$ cat src/rtl/piso_serializer.sv
// Parallel-in, serial-out converter with a valid/ready load handshake.
// Words can be chained back to back: the next word is accepted while the last bit of the current one is on SO.
module piso_serializer #(
   parameter int WIDTH     = 4,
   parameter bit LSB_FIRST = 1'b1
) (
   input  logic             clk,
   input  logic             reset,
   input  logic [WIDTH-1:0] PI,
   input  logic             load_valid,
   output logic             load_ready,
   output logic             SO,
   output logic             so_valid,
   output logic             so_first,
   output logic             busy,
   output logic             done
);

   localparam int            CW       = (WIDTH > 1) ? $clog2(WIDTH) : 1;
   localparam logic [CW-1:0] LAST_IDX = CW'(WIDTH - 1);

   typedef enum logic [0:0] {
      IDLE  = 1'b0,
      SHIFT = 1'b1
   } state_t;

   state_t           r_state;
   logic [WIDTH-1:0] r_shreg;
   logic [CW-1:0]    r_cnt;
   logic             r_so;
   logic             r_so_valid;
   logic             r_so_first;
   logic             r_done;

   logic             w_last;
   logic             w_ready;
   logic             w_accept;

   // The bit that goes out first for a given word, depending on bit order.
   function automatic logic head_bit(input logic [WIDTH-1:0] word);
      if (LSB_FIRST) begin
         return word[0];
      end else begin
         return word[WIDTH-1];
      end
   endfunction

   // The word with its head bit removed, so the next bit moves into head position.
   function automatic logic [WIDTH-1:0] drop_head(input logic [WIDTH-1:0] word);
      if (LSB_FIRST) begin
         return word >> 1'b1;
      end else begin
         return word << 1'b1;
      end
   endfunction

   // The shift register keeps only the bits not yet on SO.
   assign w_last     = (r_state == SHIFT) && (r_cnt == LAST_IDX);
   assign w_ready    = (r_state == IDLE) || w_last;
   assign w_accept   = load_valid && w_ready;

   assign load_ready = w_ready;
   assign SO         = r_so;
   assign so_valid   = r_so_valid;
   assign so_first   = r_so_first;
   assign busy       = (r_state == SHIFT);
   assign done       = r_done;

   // Serializer FSM: word capture, bit shifting, and all registered outputs.
   always_ff @(posedge clk) begin
      if (!reset) begin
         r_state    <= IDLE;
         r_shreg    <= '0;
         r_cnt      <= '0;
         r_so       <= 1'b0;
         r_so_valid <= 1'b0;
         r_so_first <= 1'b0;
         r_done     <= 1'b0;
      end else begin
         r_done <= 1'b0;
         case (r_state)
            IDLE: begin
               if (w_accept) begin
                  r_state    <= SHIFT;
                  r_shreg    <= drop_head(PI);
                  r_cnt      <= '0;
                  r_so       <= head_bit(PI);
                  r_so_valid <= 1'b1;
                  r_so_first <= 1'b1;
               end else begin
                  r_state    <= IDLE;
                  r_so       <= 1'b0;
                  r_so_valid <= 1'b0;
                  r_so_first <= 1'b0;
               end
            end
            SHIFT: begin
               if (w_last) begin
                  r_done <= 1'b1;
                  r_cnt  <= '0;
                  if (w_accept) begin
                     r_state    <= SHIFT;
                     r_shreg    <= drop_head(PI);
                     r_so       <= head_bit(PI);
                     r_so_valid <= 1'b1;
                     r_so_first <= 1'b1;
                  end else begin
                     r_state    <= IDLE;
                     r_shreg    <= '0;
                     r_so       <= 1'b0;
                     r_so_valid <= 1'b0;
                     r_so_first <= 1'b0;
                  end
               end else begin
                  r_state    <= SHIFT;
                  r_cnt      <= r_cnt + CW'(1);
                  r_shreg    <= drop_head(r_shreg);
                  r_so       <= head_bit(r_shreg);
                  r_so_valid <= 1'b1;
                  r_so_first <= 1'b0;
               end
            end
            default: begin
               r_state    <= IDLE;
               r_shreg    <= '0;
               r_cnt      <= '0;
               r_so       <= 1'b0;
               r_so_valid <= 1'b0;
               r_so_first <= 1'b0;
            end
         endcase
      end
   end

endmodule

$ cat config.mk
export PLATFORM = sky130hd
export DESIGN_NAME = piso_serializer
export DESIGN_NICKNAME = d
export VERILOG_FILES = /design/src/rtl/piso_serializer.sv
export SDC_FILE = /design/constraint.sdc
export NUM_CORES = 1
export LEC_CHECK = 0
export CAP_MARGIN = 20
export CORE_AREA = 2 2 39 41
export DETAILED_ROUTE_END_ITERATION = 6
export DIE_AREA = 0 0 41 43
export PLACE_DENSITY = 0.67
export SLEW_MARGIN = 20
export SYNTH_ARGS = -nofsm -noshare
export SYNTH_HDL_FRONTEND = slang
export SYNTH_SLANG_ARGS = --single-unit
$ cat constraint.sdc
create_clock -name clk -period 1.32 [get_ports clk]
set_input_delay 0.198 -clock clk [delete_from_list [all_inputs] [get_ports clk]]
set_output_delay 0.198 -clock clk [all_outputs]
set_load 0.005 [all_outputs]
* Word-level counts from Yosys, hierarchy flattened
Cells that the tools add are included.
** Word-level totals
- Logic and storage cells :: 30
- Register bits after elaboration :: 10
- Input bits :: 7
- Output and inout port bits :: 6
** Operators by class
- Add/sub/neg operators :: 1
- Bitwise operators :: 1
- Mux-type cells :: 16
- Equal/unequal tests :: 2
- Reductions and logical operators :: 4
** Operators by type and width (count)
- 4-bit 2-to-1 mux :: 2
- 4-bit one-hot mux with 2 select lines :: 1
- 1-bit 2-to-1 mux :: 6
- 1-bit one-hot mux with 2 select lines :: 3
- 2-bit 2-to-1 mux :: 2
- 2-bit one-hot mux with 2 select lines :: 1
- 3-bit 2-to-1 mux :: 1
- 2-bit by 1-bit adder with 2-bit output (second input constant) :: 1
- 2-bit == test (second input constant) :: 1
- 1-bit logical AND :: 2
- 2-bit inequality test (second input constant) :: 1
- 2-bit AND reduction :: 1
- 1-bit logical OR :: 1
- 1-bit NOT :: 1

* Logic depth before layout (Yosys ltp)
Gate-level depths: netlist of run 1.
- Depth after elaboration :: 7
- Depth in mapped cells :: 5
- Depth with buffers taken out :: 5

* Least setup slack after synthesis of run 1
Ideal clock, no wire load.
- Path type :: reg-to-reg
- Start :: register r_cnt[0]
- End :: register r_so_first (netlist: so_first)
- Setup time :: 0.116 ns
- Clock period less this slack :: 1.073 ns
- Path slack :: 0.247 ns
- Required time :: 1.204 ns
- Data arrival time :: 0.958 ns
- Stages on the path, launching flop included :: 5
- Buffers on the path :: 0
- Path through :: dfxtp_1 -> ha_1 -> nor2b_4 -> inv_4 -> and3_1
** Between the ends
- Longest elaborated chain between the ends :: 7
** RTL lines
- start: declaration :: RTL line 29 : logic [CW-1:0] r_cnt;
- start signal: assignment :: RTL line 116 : r_cnt <= r_cnt + CW'(1);
- 2-bit == test (*) :: RTL line 58 : assign w_last = (r_state == SHIFT) && (r_cnt == LAST_IDX);
- 1-bit logical AND (*) :: RTL line 58
- 1-bit logical OR (*) :: RTL line 59 : assign w_ready = (r_state == IDLE) || w_last;
- named net load_ready :: RTL line 11 : output logic load_ready,
- 1-bit logical AND (*) :: RTL line 60 : assign w_accept = load_valid && w_ready;
- 1-bit 2-to-1 mux (*) :: RTL line 83, 101
- 1-bit 2-to-1 mux :: RTL line 98 : if (w_last) begin
- 1-bit one-hot mux with 2 select lines (*) :: RTL line 81 : case (r_state)
- end signal: assignment :: RTL line 89 : r_so_first <= 1'b1;
- end signal: assignment :: RTL line 94 : r_so_first <= 1'b0;
- end signal: assignment :: RTL line 106 : r_so_first <= 1'b1;
- end: declaration :: RTL line 32 : logic r_so_first;
The timed path passes the listed nets; every way through them passes the cells marked *.
A chain may end at the register's enable or synchronous reset.

* Final worst setup path of run 1
- Start :: register r_so (netlist: SO)
- End :: output SO
** RTL lines
- start: declaration :: RTL line 30 : logic r_so;
- start signal: assignment :: RTL line 87 : r_so <= head_bit(PI);
- start signal: assignment :: RTL line 104 : r_so <= head_bit(PI);
- start signal: assignment :: RTL line 118 : r_so <= head_bit(r_shreg);
- end: declaration :: RTL line 12 : output logic SO,
No word-level cell between the ends.

==> run metrics, run 1 <==
outcome completed; Max Clk Rate 0.8009 GHz; Via density 4.650; Core ar. 1384 um2; sequential fraction of the synthesis area 0.4417; count of unique library cells instantiated by Yosys 24; initial drt markers 3; Vert. Die Dim 43 um; Hold Path Origin r_shreg[0]; vias in the first global route 342; Worst Setup Start Kind flop; P_int 477.7 uW; syn nets 49; buffer depth of the longest clock path 2; n_diodes 0; final worst slack 0.07134 ns; Data required, critical path 1.12 ns; Setup WS pre-CTS -0.01496 ns; Buffers & Inverters on Critical Path 1; root buf cell clkbuf_4; Fin. Hold Viols 0; Die X 41 um; area post-placement 584.3 um2; Reg2Reg Depth 6; slowest stage delay, CP 0.49 ns; Peak VDD IR 414.9 uV; GRT Overall Usage 0.1237; CTS tree yes; min Tclk post-route 1.249 ns; Post-CTS Hold Buffers 0; Tcrit/Tclk final 0.9460; net switching power 149.0 uW; Congestion Overflow GR 0; GPL Wtd Cong 0.7028; Critical Path End Type output pin; Post-Syn Area 407.9 um2; first-pass GRT wire length 1428 um; placed cells 74; count of state elements after synthesis 9; htree depth 1; RSZ-0062 raised after global routing no; IO Port Bufs 12; Reg2Reg Capture Point r_shreg[0]; fraction of layout cells with a size suffix above 1 0.3750; reg2reg setup slack 0.18 ns; WL/cell 10.73 um; HP Class flop to flop; Comb power frac 0.187; Synth Warn # 0; Crit-path slowest cell clkdlybuf4s50_1; P&R area growth vs syn 56.44%; PwrDens 982.1 nW/um2; # DRC 0; CP top delay family buffers and inverters; largest net degree at the start of global routing 10; clk sink count 9; Pwr Total 626.7 uW; crit path kind flop to output pin; initial antenna violation count 0; max_slew headroom 0.8006; Nets 73; FP Rows 14; Mean Syn Cell Area 9.949 um2; Final setup violation count 0; post-route antenna net violation count 0; clock skew 0.003712 ns; Syn Inst Count 41; Arr. time, crit path 1.05 ns; Pre-antenna DRT Iters 4; die area 1763 um2; DR vias 372; Hold Crit Endpoint SO; hold depth 2; CTS Buf Count 3; worst-margin pin slew 0.2981 ns; Slew Viols, Final 0; Pleak 0.2879 nW; worst-path cell chain clkdlybuf4s50_1; I/O pin count 13; Clock power frac 0.339; Initial Util 0.2948; Finished Layout Cells 80; MaxCap Viol Count 0; CP max FO 1; commonest non-fill, non-tap cell in the layout buf_4; switching portion of total power 0.2378; Design Area, Final 638.1 um2; setup_tns 0 ns; CP Launch Point SO; CTS clk-pin slew, worst paths 0.06 ns; Worst-Skew Late Latency 0.26 ns; Total Wirelength 858 um; register share of total power 0.474; R2R Path Start r_cnt[1]; highest-count cells in the layout ignoring fill and taps buf_4 (10), clkdlybuf4s50_1 (9), dfxtp_1 (6)
worst reg2reg max path: stages, from the launching register on:
cell	delay [ns]
dfxtp_2	0.35
ha_4	0.15
nor2b_4	0.05
buf_4	0.12
buf_4	0.13
a32oi_1	0.14
a21oi_1	0.08
per-stage QoR:
step | utilization | hold WS, ns
after detailed placement | 0.4222 | 0.4630
after global placement | 0.4222 | 0.4521
after floorplan | - | 0.3155
after global routing | 0.4611 | 0.5080
final | 0.4611 | 0.4689
after CTS | 0.4575 | 0.4719
synth_stat cells, drive strengths merged:
library cell | count | area (um2)
nor2b | 2 | 20.02
a21oi | 3 | 15.01
inv | 3 | 13.77
a32oi | 2 | 17.52
nand2 | 1 | 3.750
mux2i | 1 | 10.01
o21ai | 1 | 5.000
nor2 | 1 | 6.260
o31ai | 2 | 15.01
and2 | 1 | 6.260
a21boi | 1 | 7.510
dfxtp | 9 | 180.2
a21o | 2 | 17.52
ha | 1 | 12.51
and3 | 2 | 13.77
nand3 | 2 | 10.01
nor3b | 2 | 15.01
o21a | 2 | 15.01
buf | 3 | 23.77
sequential cells by signal, indices dropped and copies added, names as in the netlist:
| signal | count |
|---|---|
| SO | 1 |
| done | 1 |
| r_cnt | 2 |
| r_shreg | 3 |
| so_first | 1 |
| so_valid | 1 |
routing by layer:
metal,global-route usage,share of wire,vias to the layer above
li1,-,-,196
met1,0.1586,0.44,166
met2,0.1656,0.49,10
met3,0.04712,0.068,0
met4,0.08000,0,0
met5,0,0,-
area by class of cell:
class                   instances  area (um2)
well taps                      16       20.02
multi-input cells              26       202.7
fillers                       148       745.7
flip-flops and latches          9       183.9
repair buffers                 22       191.4
clock buffers                   4       26.28
inverters                       3       13.76
power groups by stage:
stage               combinational, mW  clock [mW]  sequential (mW)
global route                    0.130       0.241            0.299
global placement                0.112           0            0.301
finish                          0.117       0.213            0.297
floorplan                      0.0527           0            0.300
CTS                             0.117       0.221            0.297
detailed placement              0.114           0            0.301
cell families after synthesis:
kind of cell | after synthesis | synth area share
flops | 9 | 0.4417
buf+inv | 6 | 0.09203
mux | 1 | 0.02454
fa+ha+maj | 1 | 0.03067
simple gates | 11 | 0.1841
compound gates | 13 | 0.2270
timing repair:
action,4_1_cts,5_1_grt
gates resized for setup,8,2
pin swaps,1,0
endpoints found under the setup margin,3,2
setup buffers,1,1
how the worst max path moves through the flow:
stage                 end  slack, ns  cells after the start
2_1_floorplan    so_first       0.25                      4
3_3_place_gp   load_ready     -0.006                      4
3_5_place_dp   load_ready      -0.01                      4
4_1_cts              busy      0.006                      1
5_1_grt          so_first       0.02                      1
6_report               SO       0.07                      1
Power figures use the tool's default switching activity.
==> inputs of run 2 (changes only) <==
RECOVER_POWER = 25   (was unset)
==> run metrics, run 2 (synthesized netlist as in run 1, its figures left out) <==
outcome completed (unchanged); MaxCap Viol Count 0 (unchanged); commonest non-fill, non-tap cell in the layout buf_4 (unchanged); Total Wirelength 857 um (was 858 um); largest net degree at the start of global routing 10 (unchanged); Congestion Overflow GR 0 (unchanged); max reg flops 3 (unchanged); CTS tree yes (unchanged); Data required, critical path 1.12 ns (about the same); CP top delay family buffers and inverters (unchanged); buffer depth of the longest clock path 2 (unchanged); I/O pin count 13 (unchanged); Slew Viols, Final 0 (unchanged); worst-path cell chain clkdlybuf4s50_1 (unchanged); GPL Wtd Cong 0.7028 (unchanged); Pleak 0.2751 nW (was 0.2879 nW); Top reg by flops r_shreg (unchanged); Initial Util 0.2948 (unchanged); Via density 4.650 (unchanged); HP Class flop to flop (unchanged); initial antenna violation count 0 (unchanged); CP max FO 1 (unchanged); Arr. time, crit path 1.05 ns (about the same); Worst-Skew Late Latency 0.26 ns (about the same); RSZ-0062 raised after global routing no (unchanged); max_slew headroom 0.8006 (unchanged); Core Util, Final 0.4584 (was 0.4611); worst-margin pin slew 0.2981 ns (unchanged); P&R area growth vs syn 55.52% (was 56.44%); n_diodes 0 (unchanged); fraction of layout cells with a size suffix above 1 0.3594 (was 0.3750); GRT Overall Usage 0.1237 (unchanged); min Tclk post-route 1.250 ns (was 1.249 ns); Finished Layout Cells 80 (unchanged); crit path kind flop to output pin (unchanged); highest-count cells in the layout ignoring fill and taps buf_4 (10), clkdlybuf4s50_1 (8), dfxtp_1 (7), a21oi_1 (3), clkbuf_4 (3) (was buf_4 (10), clkdlybuf4s50_1 (9), dfxtp_1 (6)); IO Port Bufs 12 (unchanged); clock skew 0.004310 ns (was 0.003712 ns); Design Area, Final 634.4 um2 (was 638.1 um2); CTS Buf Count 3 (unchanged); vias in the first global route 342 (unchanged); Tcrit/Tclk final 0.9466 (was 0.9460); DR vias 372 (unchanged); slowest stage delay, CP 0.49 ns (about the same); die area 1763 um2 (unchanged); Hold Path Origin r_shreg[0] (unchanged); R2R Path Start r_cnt[0] (was r_cnt[1]); # DRC 0 (unchanged); placed cells 74 (unchanged); Fin. Hold Viols 0 (unchanged); CTS clk-pin slew, worst paths 0.06 ns (about the same); largest registers r_shreg (3), r_cnt (2) (unchanged); Worst Setup Start Kind flop (unchanged); WL/cell 10.71 um (was 10.73 um); Vert. Die Dim 43 um (unchanged); final worst slack 0.07045 ns (was 0.07134 ns); area post-placement 584.3 um2 (unchanged); Buffers & Inverters on Critical Path 1 (unchanged); Die X 41 um (unchanged); first-pass GRT wire length 1428 um (unchanged); Critical Path End Type output pin (unchanged); htree depth 1 (unchanged); Nets 73 (unchanged); Reg2Reg Depth 6 (unchanged); Pre-antenna DRT Iters 4 (unchanged); PwrDens 987.4 nW/um2 (was 982.1 nW/um2); Max Clk Rate 0.8003 GHz (was 0.8009 GHz); Setup WS pre-CTS -0.01496 ns (unchanged); Final setup violation count 0 (unchanged); FP Rows 14 (unchanged); hold depth 2 (unchanged); Min Hold Slack 0.4691 ns (was 0.4689 ns); Core ar. 1384 um2 (unchanged); clk sink count 9 (unchanged); Pwr Total 626.4 uW (was 626.7 uW); initial drt markers 3 (unchanged); Hold Crit Endpoint SO (unchanged); post-route antenna net violation count 0 (unchanged); Crit-path slowest cell clkdlybuf4s50_1 (unchanged); root buf cell clkbuf_4 (unchanged); reg2reg setup slack 0.16 ns (was 0.18 ns); Peak VDD IR 414.7 uV (was 414.9 uV); Reg2Reg Capture Point r_shreg[0] (unchanged); setup_tns 0 ns (unchanged)
==> run 2: cell type report <==
class                      count  area [um2]
fill                         150       749.5
timing repair buffer          22       188.9
sequential                     9       182.7
inverter                       3       13.76
clock buffer                   4       26.28
multi-input combinational     26       202.7
tap                           16       20.02
==> run 2: worst max path at each step <==
stage                   from         end  slack, ns  cells after the start
floorplan           r_cnt[0]    so_first       0.25                      4
detailed placement  r_cnt[0]  load_ready      -0.01                      4
CTS                 so_valid        busy      0.006                      1
finish                    SO          SO       0.07                      1
global placement    r_cnt[0]  load_ready     -0.006                      4
global route        so_first    so_first       0.02                      1
==> run 2: report_power, final <==
group | total (mW) | internal [mW] | switching, mW
registers | 0.297 | 0.287 | 0.00927
clock network | 0.213 | 0.116 | 0.0968
logic | 0.117 | 0.0728 | 0.0437
total | 0.626 | 0.477 | 0.150
==> run 2: routing by layer <==
layer | up-vias | track usage | wire, um | part of all wire
met5 | - | 0 | 0 | 0
met2 | 10 | 0.1656 | 419 | 0.49
met3 | 0 | 0.04712 | 56 | 0.065
met4 | 0 | 0.08000 | 0 | 0
met1 | 166 | 0.1586 | 381 | 0.44
li1 | 196 | - | - | -
==> run 2: what timing repair did <==
action	in CTS	in global routing
setup endpoints to repair	3	2
resized for setup	8	2
hold buffers	0	0
cloned	0	0
hold endpoints to repair	0	0
buffers inserted	1	1
pin swaps	1	0
